## src/rtl/generador_pulsos_ctrl_if.sv

```systemverilog
`default_nettype none
// ============================================================================
// generador_pulsos_ctrl_if : command/status bundle of the pulse-train scheduler
// Revision: 1.0
// ============================================================================
interface generador_pulsos_ctrl_if #(
  parameter int W = 5,
  parameter int N = 4
);
  logic         i_start;
  logic [W-1:0] i_periodo;
  logic [W-1:0] i_alto;
  logic [N-1:0] i_n_pulsos;
  logic         i_abort;
  logic         o_ctrl;
  logic         o_busy;
  logic         o_done;
  logic [N-1:0] o_pulse_cnt;

  modport master (
    output i_start, i_periodo, i_alto, i_n_pulsos, i_abort,
    input  o_ctrl, o_busy, o_done, o_pulse_cnt
  );

  modport slave (
    input  i_start, i_periodo, i_alto, i_n_pulsos, i_abort,
    output o_ctrl, o_busy, o_done, o_pulse_cnt
  );
endinterface
`default_nettype wire

```

## src/rtl/generador_pulsos_ctrl.sv

```systemverilog
`default_nettype none
// ============================================================================
// generador_pulsos_ctrl : start/abort controlled scheduler of a periodic o_ctrl train
// Revision: 1.0
// ============================================================================
module generador_pulsos_ctrl #(
  parameter int W = 5,
  parameter int N = 4
) (
  input  wire logic              clock,
  input  wire logic              reset,
  generador_pulsos_ctrl_if.slave bus
);

  typedef enum logic [1:0] {
    ST_IDLE = 2'd0,
    ST_RUN  = 2'd1,
    ST_DONE = 2'd2
  } state_t;

  state_t       state_q, state_d;
  logic [W-1:0] periodo_q, periodo_d;
  logic [W-1:0] alto_q, alto_d;
  logic [N-1:0] n_pulsos_q, n_pulsos_d;
  logic [W-1:0] k_q, k_d;
  logic [N-1:0] pulse_cnt_q, pulse_cnt_d;
  logic         ctrl_q, ctrl_d;
  logic         busy_q, busy_d;
  logic         done_q, done_d;

  logic         period_end;
  logic [W-1:0] k_inc;
  logic [N-1:0] cnt_inc;

  assign period_end = (k_q == (periodo_q - W'(1)));
  assign k_inc      = k_q + W'(1);
  assign cnt_inc    = pulse_cnt_q + N'(1);

  always_comb begin
    state_d     = state_q;
    periodo_d   = periodo_q;
    alto_d      = alto_q;
    n_pulsos_d  = n_pulsos_q;
    k_d         = k_q;
    pulse_cnt_d = pulse_cnt_q;
    ctrl_d      = 1'b0;
    busy_d      = 1'b0;
    done_d      = 1'b0;

    case (state_q)
      ST_IDLE: begin
        // Abort beats a simultaneous start: nothing is latched.
        if (bus.i_start && !bus.i_abort) begin
          periodo_d   = bus.i_periodo;
          alto_d      = bus.i_alto;
          n_pulsos_d  = bus.i_n_pulsos;
          k_d         = '0;
          pulse_cnt_d = '0;
          if ((bus.i_periodo == '0) || (bus.i_n_pulsos == '0)) begin
            state_d = ST_DONE;
            done_d  = 1'b1;
          end else begin
            state_d = ST_RUN;
            busy_d  = 1'b1;
            ctrl_d  = (bus.i_alto != '0);
          end
        end
      end

      ST_RUN: begin
        if (period_end) begin
          k_d         = '0;
          pulse_cnt_d = cnt_inc;
        end else begin
          k_d = k_inc;
        end
        // An abort landing on a period boundary still credits that full period.
        if (bus.i_abort || (period_end && (cnt_inc == n_pulsos_q))) begin
          state_d = ST_DONE;
          done_d  = 1'b1;
        end else begin
          busy_d = 1'b1;
          ctrl_d = (k_d < alto_q);
        end
      end

      ST_DONE: begin
        state_d = ST_IDLE;
      end

      default: begin
        state_d = ST_IDLE;
      end
    endcase
  end

  always_ff @(posedge clock) begin
    if (reset) begin
      state_q     <= ST_IDLE;
      periodo_q   <= '0;
      alto_q      <= '0;
      n_pulsos_q  <= '0;
      k_q         <= '0;
      pulse_cnt_q <= '0;
      ctrl_q      <= 1'b0;
      busy_q      <= 1'b0;
      done_q      <= 1'b0;
    end else begin
      state_q     <= state_d;
      periodo_q   <= periodo_d;
      alto_q      <= alto_d;
      n_pulsos_q  <= n_pulsos_d;
      k_q         <= k_d;
      pulse_cnt_q <= pulse_cnt_d;
      ctrl_q      <= ctrl_d;
      busy_q      <= busy_d;
      done_q      <= done_d;
    end
  end

  assign bus.o_ctrl      = ctrl_q;
  assign bus.o_busy      = busy_q;
  assign bus.o_done      = done_q;
  assign bus.o_pulse_cnt = pulse_cnt_q;

endmodule
`default_nettype wire

```

## src/flat_wrapper.sv

```systemverilog
// flat-port wrapper written by rule: the top's interface ports become plain ports
module generador_pulsos_ctrl_flat 
#(
  parameter int W = 5,
  parameter int N = 4
)
  (clock, reset, bus_i_start, bus_i_periodo, bus_i_alto, bus_i_n_pulsos, bus_i_abort, bus_o_ctrl, bus_o_busy, bus_o_done, bus_o_pulse_cnt);
  generador_pulsos_ctrl_if #(.W(W), .N(N)) bus_i ();
  input  wire logic clock;
  input  wire logic reset;
  input wire logic [$bits(bus_i.i_start)-1:0] bus_i_start;
  input wire logic [$bits(bus_i.i_periodo)-1:0] bus_i_periodo;
  input wire logic [$bits(bus_i.i_alto)-1:0] bus_i_alto;
  input wire logic [$bits(bus_i.i_n_pulsos)-1:0] bus_i_n_pulsos;
  input wire logic [$bits(bus_i.i_abort)-1:0] bus_i_abort;
  output wire logic [$bits(bus_i.o_ctrl)-1:0] bus_o_ctrl;
  output wire logic [$bits(bus_i.o_busy)-1:0] bus_o_busy;
  output wire logic [$bits(bus_i.o_done)-1:0] bus_o_done;
  output wire logic [$bits(bus_i.o_pulse_cnt)-1:0] bus_o_pulse_cnt;
  assign bus_i.i_start = bus_i_start;
  assign bus_i.i_periodo = bus_i_periodo;
  assign bus_i.i_alto = bus_i_alto;
  assign bus_i.i_n_pulsos = bus_i_n_pulsos;
  assign bus_i.i_abort = bus_i_abort;
  assign bus_o_ctrl = bus_i.o_ctrl;
  assign bus_o_busy = bus_i.o_busy;
  assign bus_o_done = bus_i.o_done;
  assign bus_o_pulse_cnt = bus_i.o_pulse_cnt;
  generador_pulsos_ctrl #(.W(W), .N(N)) u_core (.clock(clock), .reset(reset), .bus(bus_i));
endmodule
```

## config.mk

```make
export PLATFORM = sky130hd
export DESIGN_NAME = generador_pulsos_ctrl_flat
export DESIGN_NICKNAME = d
export VERILOG_FILES = /design/src/rtl/generador_pulsos_ctrl_if.sv /design/src/rtl/generador_pulsos_ctrl.sv /design/src/flat_wrapper.sv
export SDC_FILE = /design/constraint.sdc
export NUM_CORES = 1
export LEC_CHECK = 0
export BUFFER_PORTS_ARGS = -buffer_cell sky130_fd_sc_hd__buf_2
export CELL_PAD_IN_SITES_DETAIL_PLACEMENT = 1
export CELL_PAD_IN_SITES_GLOBAL_PLACEMENT = 1
export CORE_MARGIN = 1
export CORE_UTILIZATION = 37
export CTS_CLUSTER_DIAMETER = 80
export CTS_CLUSTER_SIZE = 12
export DETAILED_ROUTE_END_ITERATION = 16
export GPL_ROUTABILITY_DRIVEN = 0
export GPL_TIMING_DRIVEN = 0
export PLACE_DENSITY = 0.72
export SLEW_MARGIN = 20
export SYNTH_ARGS = -nofsm -noshare
export SYNTH_HDL_FRONTEND = slang
export SYNTH_SLANG_ARGS = --single-unit
```

## constraint.sdc

```tcl
create_clock -name clock -period 2.35 [get_ports clock]
set_input_delay 0.47 -clock clock [delete_from_list [all_inputs] [get_ports clock]]
set_output_delay 0.47 -clock clock [all_outputs]
set_load 0.02 [all_outputs]
```

======== After elaboration in Yosys (flattened, before gate mapping) ========
Index checks and enable logic that the tools add are counted.
cells by class
  add/subtract/negate cells ............... 3
  $lt $le $gt $ge ......................... 1
  eq/ne operators ......................... 6
  multiplexer cells ....................... 23
  reductions and logical operators ........ 14
operator list
  operator                                           count
  two-way mux 5 bit                                  3
  case mux 5 bit (2 select lines)                    1
  two-way mux 1 bit                                  9
  two-way mux 4 bit                                  2
  case mux 4 bit (2 select lines)                    1
  two-way mux 2 bit                                  3
  != test 2 x 1 -> 1 bit (second input constant)     3
  case mux 1 bit (2 select lines)                    3
  AND reduction 2 bit                                3
  adder 5 x 1 -> 5 bit (second input constant)       1
  == test 5 bit                                      1
  logical NOT 5 bit                                  1
  less-than comparator 5 bit                         1
  nonzero test 5 bit                                 1
  subtractor 5 x 1 -> 5 bit (second input constant)  1
  adder 4 x 1 -> 4 bit (second input constant)       1
  == test 4 bit                                      1
  logical NOT 4 bit                                  1
  case mux 2 bit (2 select lines)                    1
  AND reduction 3 bit                                1
  == test 2 x 1 -> 1 bit (second input constant)     1
  logical AND 1 bit                                  2
  logical NOT 2 bit                                  1
  logical OR 1 bit                                   2
  2 further kinds                                    2
word-level totals
  register bits ........................... 28
  input bits .............................. 18
  output and inout port bits .............. 7
  word-level logic and storage cells ...... 56

======== Longest topological paths before layout ========
Gate-level depths: netlist (run 1).
  word-level depth ........................ 7
  depth in mapped cells ................... 12
  gate-level depth less buffers ........... 11

======== Worst setup path after synthesis (run 1) ========
OpenSTA, ideal clock, no wires.
  path kind ............................... register to register
  start ................................... register u_core.periodo_q[0]
  end ..................................... register u_core.ctrl_q (netlist: u_core.bus.o_ctrl)
  setup time .............................. 0.075 ns
  arrival ................................. 2.358 ns
  required time ........................... 2.275 ns
  slack ................................... -0.083 ns
  stages on the path, launching flop included .. 13
  path buffers ............................ 1
  period minus slack after synthesis ...... 2.433 ns
  cells stage by stage .................... dfxtp_1 inv_1 ha_1 xnor2_1 a211oi_2 o211ai_1 buf_6 and2_1 ha_1 a21oi_1 o221ai_1 a21o_1 o22ai_1
between the ends
  word-level cells in the longest chain between the ends .. 7
  elaborated cells on any way between the ends .. 9
  those cells by class .................... add/sub: 1; order compare: 1; eq/ne: 1; mux: 4; reduce/logical: 2
RTL lines
  item                               RTL line                      source
  start: declaration                 generador_pulsos_ctrl.sv:22   logic [W-1:0] periodo_q, periodo_d;
  start signal: assignment           generador_pulsos_ctrl.sv:110  periodo_q <= periodo_d;
  subtractor 5 x 1 -> 5 bit *        generador_pulsos_ctrl.sv:35   assign period_end = (k_q == (periodo_q - W'(1)));
  == test 5 bit *                    generador_pulsos_ctrl.sv:35
  two-way mux 5 bit                  generador_pulsos_ctrl.sv:71   if (period_end) begin
  two-way mux 5 bit                  generador_pulsos_ctrl.sv:50   case (state_q)
  less-than comparator 5 bit         generador_pulsos_ctrl.sv:83   ctrl_d = (k_d < alto_q);
  two-way mux 1 bit *                generador_pulsos_ctrl.sv:78   if (bus.i_abort || (period_end && (cnt_inc == n_pulsos_q))) begin
  case mux 1 bit (2 select lines) *  generador_pulsos_ctrl.sv:50
  end signal: assignment             generador_pulsos_ctrl.sv:115  ctrl_q <= ctrl_d;
  end: declaration                   generador_pulsos_ctrl.sv:27   logic ctrl_q, ctrl_d;
Every way passes the cells marked *; elsewhere a longest branch is shown, timed or not. The select of a mux whose other input is x is not followed.
A chain may end at the register's enable or synchronous reset.

======== Final worst setup path (run 1) ========
  start ................................... register u_core.periodo_q[1]
  end ..................................... register u_core.ctrl_q (netlist: u_core.bus.o_ctrl)
Same word-level chain as after synthesis.

==> results of run 1 <==
==> sequential cells by signal, summed over array words and instances (netlist names) <==
signal                  flops
u_core.periodo_q            5
u_core.n_pulsos_q           4
u_core.bus.o_done           1
u_core.bus.o_ctrl           1
u_core.bus.o_pulse_cnt      4
u_core.alto_q               5
u_core.state_q              2
u_core.bus.o_busy           1
u_core.k_q                  5
==> per-layer routing <==
| metal | global-route usage (%) | vias up | part of all wire (%) |
|---|---|---|---|
| li1 | - | 719 | - |
| met1 | 26.4 | 711 | 44 |
| met2 | 41.1 | 26 | 52 |
| met3 | 3.28 | 6 | 2.5 |
| met4 | 8.51 | 0 | 1.6 |
| met5 | 0 | - | 0 |
==> worst max-delay path: stages, from the launching register on <==
cell and delay (ps):
dfxtp_2 350, inv_2 50, ha_4 160, o21ba_1 170, a22oi_2 250, o211ai_1 210
buf_6 200, and2_4 140, ha_4 270, nand3_2 100, o221ai_1 190, a21o_1 130
o22ai_1 70
==> cell usage after synthesis, drive strengths merged <==
cell type | instances | area (µm²)
nor3 | 3 | 20.0
buf | 3 | 27.5
nand2 | 34 | 128
clkbuf | 5 | 18.8
or2 | 2 | 12.5
a21boi | 2 | 15.0
nand3 | 10 | 50.1
nand2b | 3 | 18.8
o22ai | 1 | 6.26
inv | 10 | 37.5
and2b | 1 | 7.51
or4 | 1 | 7.51
o311a | 2 | 20.0
o211ai | 4 | 30.0
mux2i | 1 | 10.0
a211oi | 1 | 12.5
a21o | 3 | 22.5
xor2 | 4 | 35.0
nor4 | 1 | 6.26
nor3b | 1 | 7.51
o21a | 2 | 15.0
dfxtp | 28 | 561
o21ba | 1 | 10.0
o221ai | 1 | 8.76
o2111ai | 1 | 15.0
and2 | 4 | 25.0
xnor2 | 9 | 78.8
a21oi | 25 | 125
nor2 | 8 | 32.5
nand4bb | 1 | 11.3
nand4 | 1 | 6.26
or3 | 1 | 6.26
ha | 7 | 87.6
o21ai | 2 | 10.0
a22oi | 1 | 7.51
nor2b | 1 | 6.26
nand3b | 2 | 15.0
==> area by class of cell <==
cell class	instances	area [µm²]	share of cell area (%)
Multi-Input combinational cell	141	988	49.8
Sequential cell	28	563	28.4
Inverter	10	37.5	1.89
Timing Repair Buffer	36	216	10.9
Buffer	8	46.3	2.33
Tap cell	48	60.1	3.03
Clock inverter	1	30.0	1.51
Clock buffer	3	41.3	2.08
==> through the flow <==
stage | setup TNS [ps] | hold WS (ps)
2_1_floorplan | 0 | 436
3_3_place_gp | -216 | 447
3_5_place_dp | -323 | 451
4_1_cts | -57.4 | 422
5_1_grt | -185 | 421
6_report | -59.9 | 421
==> worst paths after layout <==
kind | startpoint | end | slack [ps] | cells after the start
worst min-delay path | bus_i_n_pulsos[0] | u_core.n_pulsos_q[0]$_SDFFE_PP0P_ | 420 | 3
worst max register to register | u_core.periodo_q[1]$_SDFFE_PP0P_ | u_core.bus.o_ctrl$_SDFF_PP0_ | -60 | 12
worst min register to register | u_core.alto_q[4]$_SDFFE_PP0P_ | u_core.alto_q[4]$_SDFFE_PP0P_ | 460 | 2
worst max-delay path | u_core.periodo_q[1]$_SDFFE_PP0P_ | u_core.bus.o_ctrl$_SDFF_PP0_ | -60 | 12
==> cell families (layout without fill, tap and decap cells) <==
kind of cell	count (synthesis)	in the layout	synth area share, %
compound gates	46	46	19.7
xor+xnor	13	13	7.52
fa+ha+maj	7	7	5.78
buf+inv	18	58	5.54
flops	28	28	37.0
mux	1	1	0.661
simple gates	74	74	23.8
==> power by group <==
| group | leakage, µW | internal (µW) | switching, µW | total, µW |
|---|---|---|---|---|
| registers | 0.000229 | 493 | 15.0 | 508 |
| clock network | 0.0000357 | 228 | 158 | 386 |
| logic | 0.000513 | 73.5 | 92.9 | 166 |
| total | 0.000777 | 794 | 266 | 1060 |
==> what timing repair did <==
action / 4_1_cts / 5_1_grt
hold endpoints to repair: 0 / 0
resized for setup: 15 / 6
setup endpoints to repair: 1 / 5
pin swaps: 12 / 5
setup buffers: 13 / 3
==> results.md, run 1 <==
* Die width at approximately 66 µm
* Worst Path Max Fanout at 7
* Post-Layout Inst Area at 1980 µm²
* Most common cell after layout, fill and taps aside: nand2_1
* Via count at 1462
* H-tree levels at 1
* Iter 0 DRT Violations at 33
* Max Cap Viol at 0
* Clock sink count at 28
* Slew of the pin with the lowest slew margin at 567 ps
* Largest net degree at the start of global routing at 17
* Clk slew on worst S/H paths at 100 ps
* Leakage at between 0.0007 and 0.0008 µW
* DP Area at approximately 1700 µm²
* Syn Nets at 212
* Die H at 66.0 µm
* First-pass GRT wire length at between 7000 and 8000 µm
* Worst Path Arrival at ~2600 ps
* Failing checks: setup timing
* Routed WL at approximately 4400 µm
* Clock Latency Late Sink at between 200 and 300 ps
* Placed insts at 258
* Num CTS Buffers at 3
* RSZ-0062 raised after global routing: yes
* Status: finished, violations left
* Most frequent cells in the layout: 34 x nand2_1, 26 x dfxtp_1, 24 x buf_2, 22 x a21oi_1, 12 x buf_4
* Root Buffer Master: clkbuf_8
* GRT Resource Usage Total at 22.6%
* Drt via density at 5.32
* IR drop worst, VDD at slightly above 0.0004 V
* TritonRoute pass-1 iters at 4
* Antenna fix cells at 0
* CTS tree: built
* Max-slew violations at 0
* # setup viols final at 1
* Critical path startpoint category: register
* Final hold vios at 0
* Antenna violations before repair at 0
* Number of synthesized register bits at 28
* Syn Inst Count at 187
* P per Cell Area at about 530 nW/µm²
* WP data required at approximately 2500 ps
* Post-DP HPWL at 3140 µm
* CTS Buffer Depth at 2
* Routed length per placed instance at 15.9 µm
* GR Overflow Total at 0
* Row cnt at 22
* Final Skew at 10.2 ps
* Post-layout util at about 52%
* Mapped cell area at 1510 µm²
* Layout Cells excl Fill at approximately 280
* Synth-to-layout area growth at 31.0%
* CP Class: reg -> reg
* Fillers at 474
* Nets at around 250
* Ys Warns at 0
* Vias in the first global route at about 1.6k
* Hold Path Class: in -> reg
* CTS Hold Bufs at 0
* Unique cell type count in the Yosys netlist at a little over 40
* Total power at 1060 µW
* CP endpoint kind: register
* Pre-CTS setup slack at -323 ps
* Number of port buffers at 23
* DRC viols at 0
* Die area at 4350 µm²
* Initial Utilization at 39.9%
* Seq/Total Area, Yosys at 37.0%
* Fin crit share at 103%
* Slew HR at 62.0%
* Post-Syn Area per Cell at 8.10 µm²
* Total I/O pin count at 25
* Share of cells above drive strength 1 at 29.1%
* Max Clock Freq at 415 MHz
* ANT nets after route at 0
* Setup ws final at -59.9 ps
* Post-layout minimum cycle time at ~2400 ps
* CORE AREA at 3800 µm²
No activity file was read; power rests on OpenSTA's default activity.
==> run 2: changes to the inputs <==
--- a/config.mk
+++ b/config.mk
@@ -16,6 +16,7 @@
 export GPL_ROUTABILITY_DRIVEN = 0
 export GPL_TIMING_DRIVEN = 0
 export PLACE_DENSITY = 0.72
+export REMOVE_ABC_BUFFERS = 1
 export SLEW_MARGIN = 20
 export SYNTH_ARGS = -nofsm -noshare
 export SYNTH_HDL_FRONTEND = slang
==> run 2 against run 1 <==
Against the previous run:
- the flow now finishes without violations
- die area unchanged
- clock skew down 8.3 ps
- sequential share of layout area up 1.7 points
- core utilization down 3.0 points
- power down 8.1%
- largest power group unchanged
- register-to-register slack better by 150 ps
- global-route usage down 4.3 points
- cell count down 5.1%
- critical path depth unchanged
==> results.md, run 2 (synthesized netlist as in run 1, its figures left out) <==
* Status: finished, final reports clean
* DRC viols at 0 (unchanged)
* Share of cells above drive strength 1 at 27.2% (-1.8 points)
* Post-DP HPWL at 2580 µm (-18%)
* Worst Path Max Fanout at 8 (+1)
* Final Skew at 1.91 ps (-8.28 ps)
* H-tree levels at 1 (unchanged)
* Nets at 239 (-5.5%)
* Post-Layout Inst Area at 1870 µm² (-5.8%)
* Setup tns final at 0 ps (+59.9 ps)
* Vias in the first global route at 1348 (-16%)
* Clock sink count at 28 (unchanged)
* Final hold vios at 0 (unchanged)
* Synth-to-layout area growth at 23.4%
* IR drop worst, VDD at 0.000293 V (-29%)
* Clock Latency Late Sink at 270 ps (about the same)
* Drt via density at 5.30 (-0.26%)
* Cell chain of the critical path: inv_2, ha_4, xnor2_2, a211oi_2, o211ai_1, buf_4, o21a_1, ha_4, nand3_4, nor3b_2, a21o_1, o22ai_2
* Num CTS Buffers at 3 (unchanged)
* Highest-delay cell along the critical path: dfxtp_2
* Row cnt at 22 (unchanged)
* DR WL met3 at 112 µm (+2.8%)
* Critical path startpoint category: register
* Die H at 66.0 µm (unchanged)
* Die area at 4350 µm² (unchanged)
* Antenna violations before repair at 0 (unchanged)
* Top Registers: u_core.alto_q (5), u_core.k_q (5), u_core.periodo_q (5)
* CTS tree: built
* Fin crit share at 96.3% (-6.3 points)
* P per Cell Area at 522 nW/µm² (-2.4%)
* Placed insts at 251 (-2.7%)
* Clk slew on worst S/H paths at 100 ps (about the same)
* TritonRoute pass-1 iters at 4 (unchanged)
* Initial Utilization at 39.9% (unchanged)
* Max Clock Freq at 442 MHz (+6.5%)
* Total power at 975 µW (-8.1%)
* Most used cell, CP: ha_4
* Setup crit start: u_core.periodo_q[0]$_SDFFE_PP0P_
* Met2 Wirelength at 1940 µm (-15%)
* WP data required at 2510 ps (about the same)
* Worst Path Arrival at 2420 ps (-150 ps)
* CTS Buffer Depth at 2 (unchanged)
* Routed length per placed instance at 14.9 µm (-6.2%)
* Post-layout minimum cycle time at 2260 ps (-147 ps)
* CP Class: reg -> reg
* DP Area at 1650 µm² (-2.8%)
* Die width at 66.0 µm (unchanged)
* Max Cap Viol at 0 (unchanged)
* Antenna fix cells at 0 (unchanged)
* Slew of the pin with the lowest slew margin at 1070 ps (+505 ps)
* Most frequent cells in the layout: 34 x nand2_1, 26 x dfxtp_1, 24 x buf_2, 23 x a21oi_1, 9 x nand3_1
* Top Metal Used: met4
* RSZ-0062 raised after global routing: yes
* R2r startpoint: u_core.periodo_q[0]$_SDFFE_PP0P_
* Root Buffer Master: clkbuf_8
* Leakage at 0.000720 µW (-7.4%)
* Max incr delay on CP at 350 ps (about the same)
* ANT nets after route at 0 (unchanged)
* Number of port buffers at 24 (+4.3%)
* Total I/O pin count at 25 (unchanged)
* GR Overflow Total at 0 (unchanged)
* Via count at 1384 (-5.3%)
* Post-layout util at 49.2% (-3.0 points)
* GRT Resource Usage Total at 18.3% (-4.3 points)
* CORE AREA at 3800 µm² (unchanged)
* CTS Hold Bufs at 0 (unchanged)
* Largest net degree at the start of global routing at 26 (+9)
* # setup viols final at 0 (-1)
* Max-slew violations at 0 (unchanged)
* Layout Cells excl Fill at 261 (-5.1%)
* CP endpoint kind: register
* First-pass GRT wire length at 6170 µm (-17%)
* Iter 0 DRT Violations at 76 (+130%)
* HP Start: bus_i_alto[4]
* Met1 wire length at 1810 µm (-5.9%)
* Slew HR at 28.2% (-34 points)
* Hold Path Class: in -> reg
* Routed WL at 3900 µm (-11%)
* Most common cell after layout, fill and taps aside: nand2_1
[run 2: cell count changes in the layout (fill, tap and decap cells not counted), sizes merged]
| cell | previous run | this run |
|---|---|---|
| buf | 39 | 30 |
| bufinv | 1 | 0 |
| clkbuf | 8 | 4 |
[run 2: final cells by class]
type | count | area, µm²
inverters | 10 | 37.5
flip-flops and latches | 28 | 563
multi-input cells | 141 | 987
well taps | 48 | 60.1
clock buffers | 4 | 55.1
repair buffers | 30 | 165
fillers | 481 | 1930
[run 2: worst max-delay path: cells and delay by family, from the launching register on]
kind                       cells  cell delay [ps]
adders and majority gates      2              540
DFF                            1              350
and+or+nand+nor                2              250
AOI/OAI and AO/OA              5              650
buffers and inverters          2              230
xor gates and xnor gates       1              140
[run 2: power by group]
group          switching, µW  internal [µW]  leakage (µW)
clock network            154            150     0.0000288
logic                   91.8           72.7      0.000462
registers               14.2            493      0.000229
[run 2: layer usage]
layer | up-vias | global-route usage, %
met2 | 22 | 32.9
met5 | - | 0
li1 | 691 | -
met3 | 4 | 2.76
met4 | 0 | 3.46
met1 | 667 | 22.9
[run 2: path summary, 6_finish.rpt]
path | slack, ps | to | cells past startpoint
worst max-delay path | 90 | u_core.bus.o_ctrl$_SDFF_PP0_ | 12
worst min-delay path | 430 | u_core.alto_q[4]$_SDFFE_PP0P_ | 3
worst max register to register | 90 | u_core.bus.o_ctrl$_SDFF_PP0_ | 12
worst min register to register | 460 | u_core.alto_q[3]$_SDFFE_PP0P_ | 2
[run 2: metrics by stage]
step	hold WS (ps)	setup WS, ps
6_report	432	87.5
2_1_floorplan	430	-151
4_1_cts	430	2.24
3_3_place_gp	447	-424
5_1_grt	441	-68.8
3_5_place_dp	453	-491
[run 2: repair_timing]
item,in CTS,in global routing
setup buffers,6,0
gates cloned,0,0
pin swaps,8,14
endpoints found under the hold margin,0,0
resized for setup,7,13
setup endpoints to repair,1,1
==> run 3: changes to the inputs <==
--- a/config.mk
+++ b/config.mk
@@ -5,17 +5,18 @@
 export SDC_FILE = /design/constraint.sdc
 export NUM_CORES = 1
 export LEC_CHECK = 0
+export ABC_AREA = 1
 export BUFFER_PORTS_ARGS = -buffer_cell sky130_fd_sc_hd__buf_2
 export CELL_PAD_IN_SITES_DETAIL_PLACEMENT = 1
 export CELL_PAD_IN_SITES_GLOBAL_PLACEMENT = 1
 export CORE_MARGIN = 1
-export CORE_UTILIZATION = 37
+export CORE_UTILIZATION = 35
 export CTS_CLUSTER_DIAMETER = 80
 export CTS_CLUSTER_SIZE = 12
 export DETAILED_ROUTE_END_ITERATION = 16
 export GPL_ROUTABILITY_DRIVEN = 0
 export GPL_TIMING_DRIVEN = 0
-export PLACE_DENSITY = 0.72
+export PLACE_DENSITY = 0.71
 export REMOVE_ABC_BUFFERS = 1
 export SLEW_MARGIN = 20
 export SYNTH_ARGS = -nofsm -noshare
==> run 3 against run 2 <==
Against the previous run:
- power increased by 1.6%
- worst setup slack got worse by 14 ps
- hold slack improved by 37 ps
- clock power decreased by 13%
- first-iteration DRC count decreased by 34%
- combinational power increased by 30%
- cell count increased by 23%
- critical path type unchanged
- largest power group unchanged
==> results.md, run 3 <==
* Worst Path Arrival at 2440 ps (+20 ps)
* Largest net degree at the start of global routing at 30 (+15%)
* Root Buffer Master: clkbuf_8
* Number of port buffers at 24 (unchanged)
* Drt via density at 4.89 (-7.8%)
* Most used cell, CP: buf_4
* WP data required at 2520 ps (about the same)
* Worst path bufs/invs at 8 (+6)
* Ys Warns at 0 (unchanged)
* Post-layout minimum cycle time at 2280 ps (+13.8 ps)
* Final hold vios at 0 (unchanged)
* Slew of the pin with the lowest slew margin at 851 ps (-220 ps)
* GRT Resource Usage Total at 16.8% (-1.5 points)
* Max-slew violations at 0 (unchanged)
* Iter 0 DRT Violations at 50 (-34%)
* Die area at 4850 µm² (+12%)
* Fillers at 589 (+22%)
* Hold Path Class: in -> reg
* Cell chain of the critical path: inv_4, ha_4, nand2_1, nand2_1, nor2_2, buf_4, buf_4, buf_4, buf_4, buf_4, buf_4, nand2_1, nor2_2, nand2_2, nor2_4, nor2_4, clkinv_2, nand3_2, a21oi_2
* GR Overflow Total at 0 (unchanged)
* Final Skew at 2.09 ps (+0.187 ps)
* Clock sink count at 28 (unchanged)
* Post-DP HPWL at 2900 µm (+12%)
* Clock share of power at 26.8% (-4.4 points)
* P per Cell Area at 502 nW/µm² (-3.8%)
* IR drop worst, VDD at 0.000311 V (+6.2%)
* Fin crit share at 96.9% (+0.59 points)
* Post-synth EDFFs at 0 (unchanged)
* Slew HR at 43.1% (+15 points)
* Routed WL at 3860 µm (-0.92%)
* Multi-input logic area at 973 µm² (-1.4%)
* CORE AREA at 4380 µm² (+15%)
* Nets at 295 (+23%)
* Num CTS Buffers at 3 (unchanged)
* Syn Inst Count at 237 (+27%)
* DP Area at 1760 µm² (+7.0%)
* CTS tree: built
* Initial Utilization at 36.6% (-3.3 points)
* Switch Pwr at 291 µW (+12%)
* Via count at 1564 (+13%)
* Status: finished, final reports clean
* Share of the synthesized area in the top cell type at 35.0% (-2.1 points)
* Mapped cell area at 1600 µm² (+5.9%)
* Post-synth top cells: 68 x nand2_1, 28 x dfxtp_1, 28 x inv_1
* Antenna violations before repair at 0 (unchanged)
* Placed insts at 307 (+22%)
* TritonRoute pass-1 iters at 4 (unchanged)
* Routed length per placed instance at 12.1 µm (-19%)
* Number of synthesized register bits at 28 (unchanged)
* Share of cells above drive strength 1 at 28.4% (+1.1 points)
* Highest-delay cell along the critical path: dfxtp_2
* ANT nets after route at 0 (unchanged)
* Unique cell type count in the Yosys netlist at 29 (-29%)
* Async S/R FF share, synth at 0% (unchanged)
* Clock Latency Late Sink at 270 ps (about the same)
* Total power at 991 µW (+1.6%)
* Die H at 69.7 µm (+5.6%)
* Layout Cells excl Fill at 320 (+23%)
* Post-Syn Area per Cell at 6.76 µm² (-16%)
* CTS Buffer Depth at 2 (unchanged)
* Vias in the first global route at 1492 (+11%)
* Row cnt at 24 (+9.1%)
* Die width at 69.7 µm (+5.6%)
* R2R setup slack at 70 ps (about the same)
* Worst Path Max Fanout at 4 (-4)
* Sw frac at 29.4% (+2.8 points)
* CP Class: reg -> reg
* H-tree levels at 1 (unchanged)
* Most frequent cell after synthesis: nand2_1
* Seq pwr share at 51.7% (-0.3 points)
* Crit-path leading delay family: buffers and inverters
* Top Registers: u_core.alto_q (5), u_core.k_q (5), u_core.periodo_q (5)
* Top FF cell, synth: dfxtp_1
* Leakage at 0.000874 µW (+21%)
* Most common cell after layout, fill and taps aside: nand2_1
* Synth-to-layout area growth at 23.1%
* Total I/O pin count at 25 (unchanged)
* RSZ-0062 raised after global routing: yes
* Antenna fix cells at 0 (unchanged)
* Synth area leaders: dfxtp_1 35%, nand2_1 16%, a21oi_1 6.9%
* # setup viols final at 0 (unchanged)
* Most frequent cells in the layout: 67 x nand2_1, 26 x inv_1, 26 x dfxtp_1, 24 x buf_2, 18 x a21oi_1
* Max incr delay on CP at 360 ps (about the same)
* Comb pwr share at 21.5% (+4.6 points)
* Critical path startpoint category: register
* Sequential cell area at 563 µm² (unchanged)
* Clk slew on worst S/H paths at 100 ps (about the same)
* First-pass GRT wire length at 6580 µm (+6.6%)
* CP endpoint kind: register
* Max Cap Viol at 0 (unchanged)
* Post-Layout Inst Area at 1970 µm² (+5.6%)
* Max Clock Freq at 439 MHz (-0.61%)
* Int Pwr at 699 µW (-2.2%)
* Seq/Total Area, Yosys at 35.0% (-2.1 points)
* Synth area leader: dfxtp_1
* DRC viols at 0 (unchanged)
==> run 3: cell types whose count changed after synthesis, moves of 4 or more <==
| cell | previous run | this run |
|---|---|---|
| o21ai_0 | 2 | 15 |
| nor2_2 | 1 | 5 |
| nand2_1 | 34 | 68 |
| o211ai_1 | 4 | 0 |
| xnor2_1 | 9 | 2 |
| and2_1 | 4 | 0 |
| inv_2 | 0 | 5 |
| inv_1 | 10 | 28 |
| nor2_1 | 7 | 18 |
==> run 3: through the flow <==
| step | utilization [%] | hold slack, ps | setup TNS, ps | worst slack (ps) |
|---|---|---|---|---|
| 2_1_floorplan | - | 434 | 0 | 261 |
| 3_3_place_gp | 40.2 | 452 | -15.4 | -15.4 |
| 3_5_place_dp | 40.2 | 462 | -30.9 | -30.9 |
| 4_1_cts | 42.4 | 470 | 0 | 3.62 |
| 5_1_grt | 45.0 | 491 | -185 | -74.0 |
| 6_report | 45.0 | 469 | 0 | 73.6 |
==> run 3: worst reg2reg max path: cells and delay by family, from the launching register on <==
family / cells / cell delay [ps]
DFF: 1 / 360
AOI/OAI and AO/OA: 1 / 40
buffers and inverters: 8 / 860
adders and majority gates: 1 / 260
and+or+nand+nor: 9 / 660
==> run 3: final cells by class <==
cell class,instances,share of cell area [%]
multi-input combinational,169,49.3
timing repair buffer,34,10.1
clock buffer,3,2.09
tap,52,3.30
sequential,28,28.5
inverter,34,6.66
==> run 3: worst paths after layout <==
check	from	cells after the start	endpoint
worst min-delay path	bus_i_alto[0]	3	u_core.alto_q[0]$_SDFFE_PP0P_
worst max-delay path	u_core.periodo_q[0]$_SDFFE_PP0P_	19	u_core.bus.o_pulse_cnt[1]$_SDFFE_PP0P_
worst min register to register	u_core.alto_q[3]$_SDFFE_PP0P_	2	u_core.alto_q[3]$_SDFFE_PP0P_
worst max register to register	u_core.periodo_q[0]$_SDFFE_PP0P_	19	u_core.bus.o_pulse_cnt[1]$_SDFFE_PP0P_
==> run 3: logic make-up (layout without fill, tap and decap cells) <==
logic type,Yosys count,count (layout),share of synthesized area (%)
flip-flops,28,28,35.0
buffers and inverters,40,71,9.60
AND/OR/NAND/NOR,114,114,32.9
XOR/XNOR,5,5,2.73
AO/OA/AOI/OAI,43,43,14.3
adder cells (fa/ha/maj),7,7,5.46
==> run 3: what timing repair did <==
item                                    4_1_cts  5_1_grt
pin swaps                                     2       17
hold buffers                                  0        0
buffers inserted                              6        4
gates resized for setup                       3       20
gates cloned                                  0        0
endpoints found under the setup margin        1        1
==> run 3: routing by layer <==
| layer | up-vias | track usage [%] | wire length [µm] |
|---|---|---|---|
| li1 | 810 | - | - |
| met1 | 729 | 22.2 | 1880 |
| met2 | 21 | 28.9 | 1850 |
| met3 | 4 | 2.18 | 104 |
| met4 | 0 | 4.00 | 30 |
| met5 | - | 0 | 0 |
==> run 3: power groups by stage <==
stage / Combinational, µW / Sequential [µW] / Clock (µW)
after CTS: 194 / 511 / 274
final: 213 / 512 / 266
after global placement: 181 / 521 / 0
after global routing: 245 / 516 / 287
after floorplan: 129 / 522 / 0
after detailed placement: 185 / 522 / 0
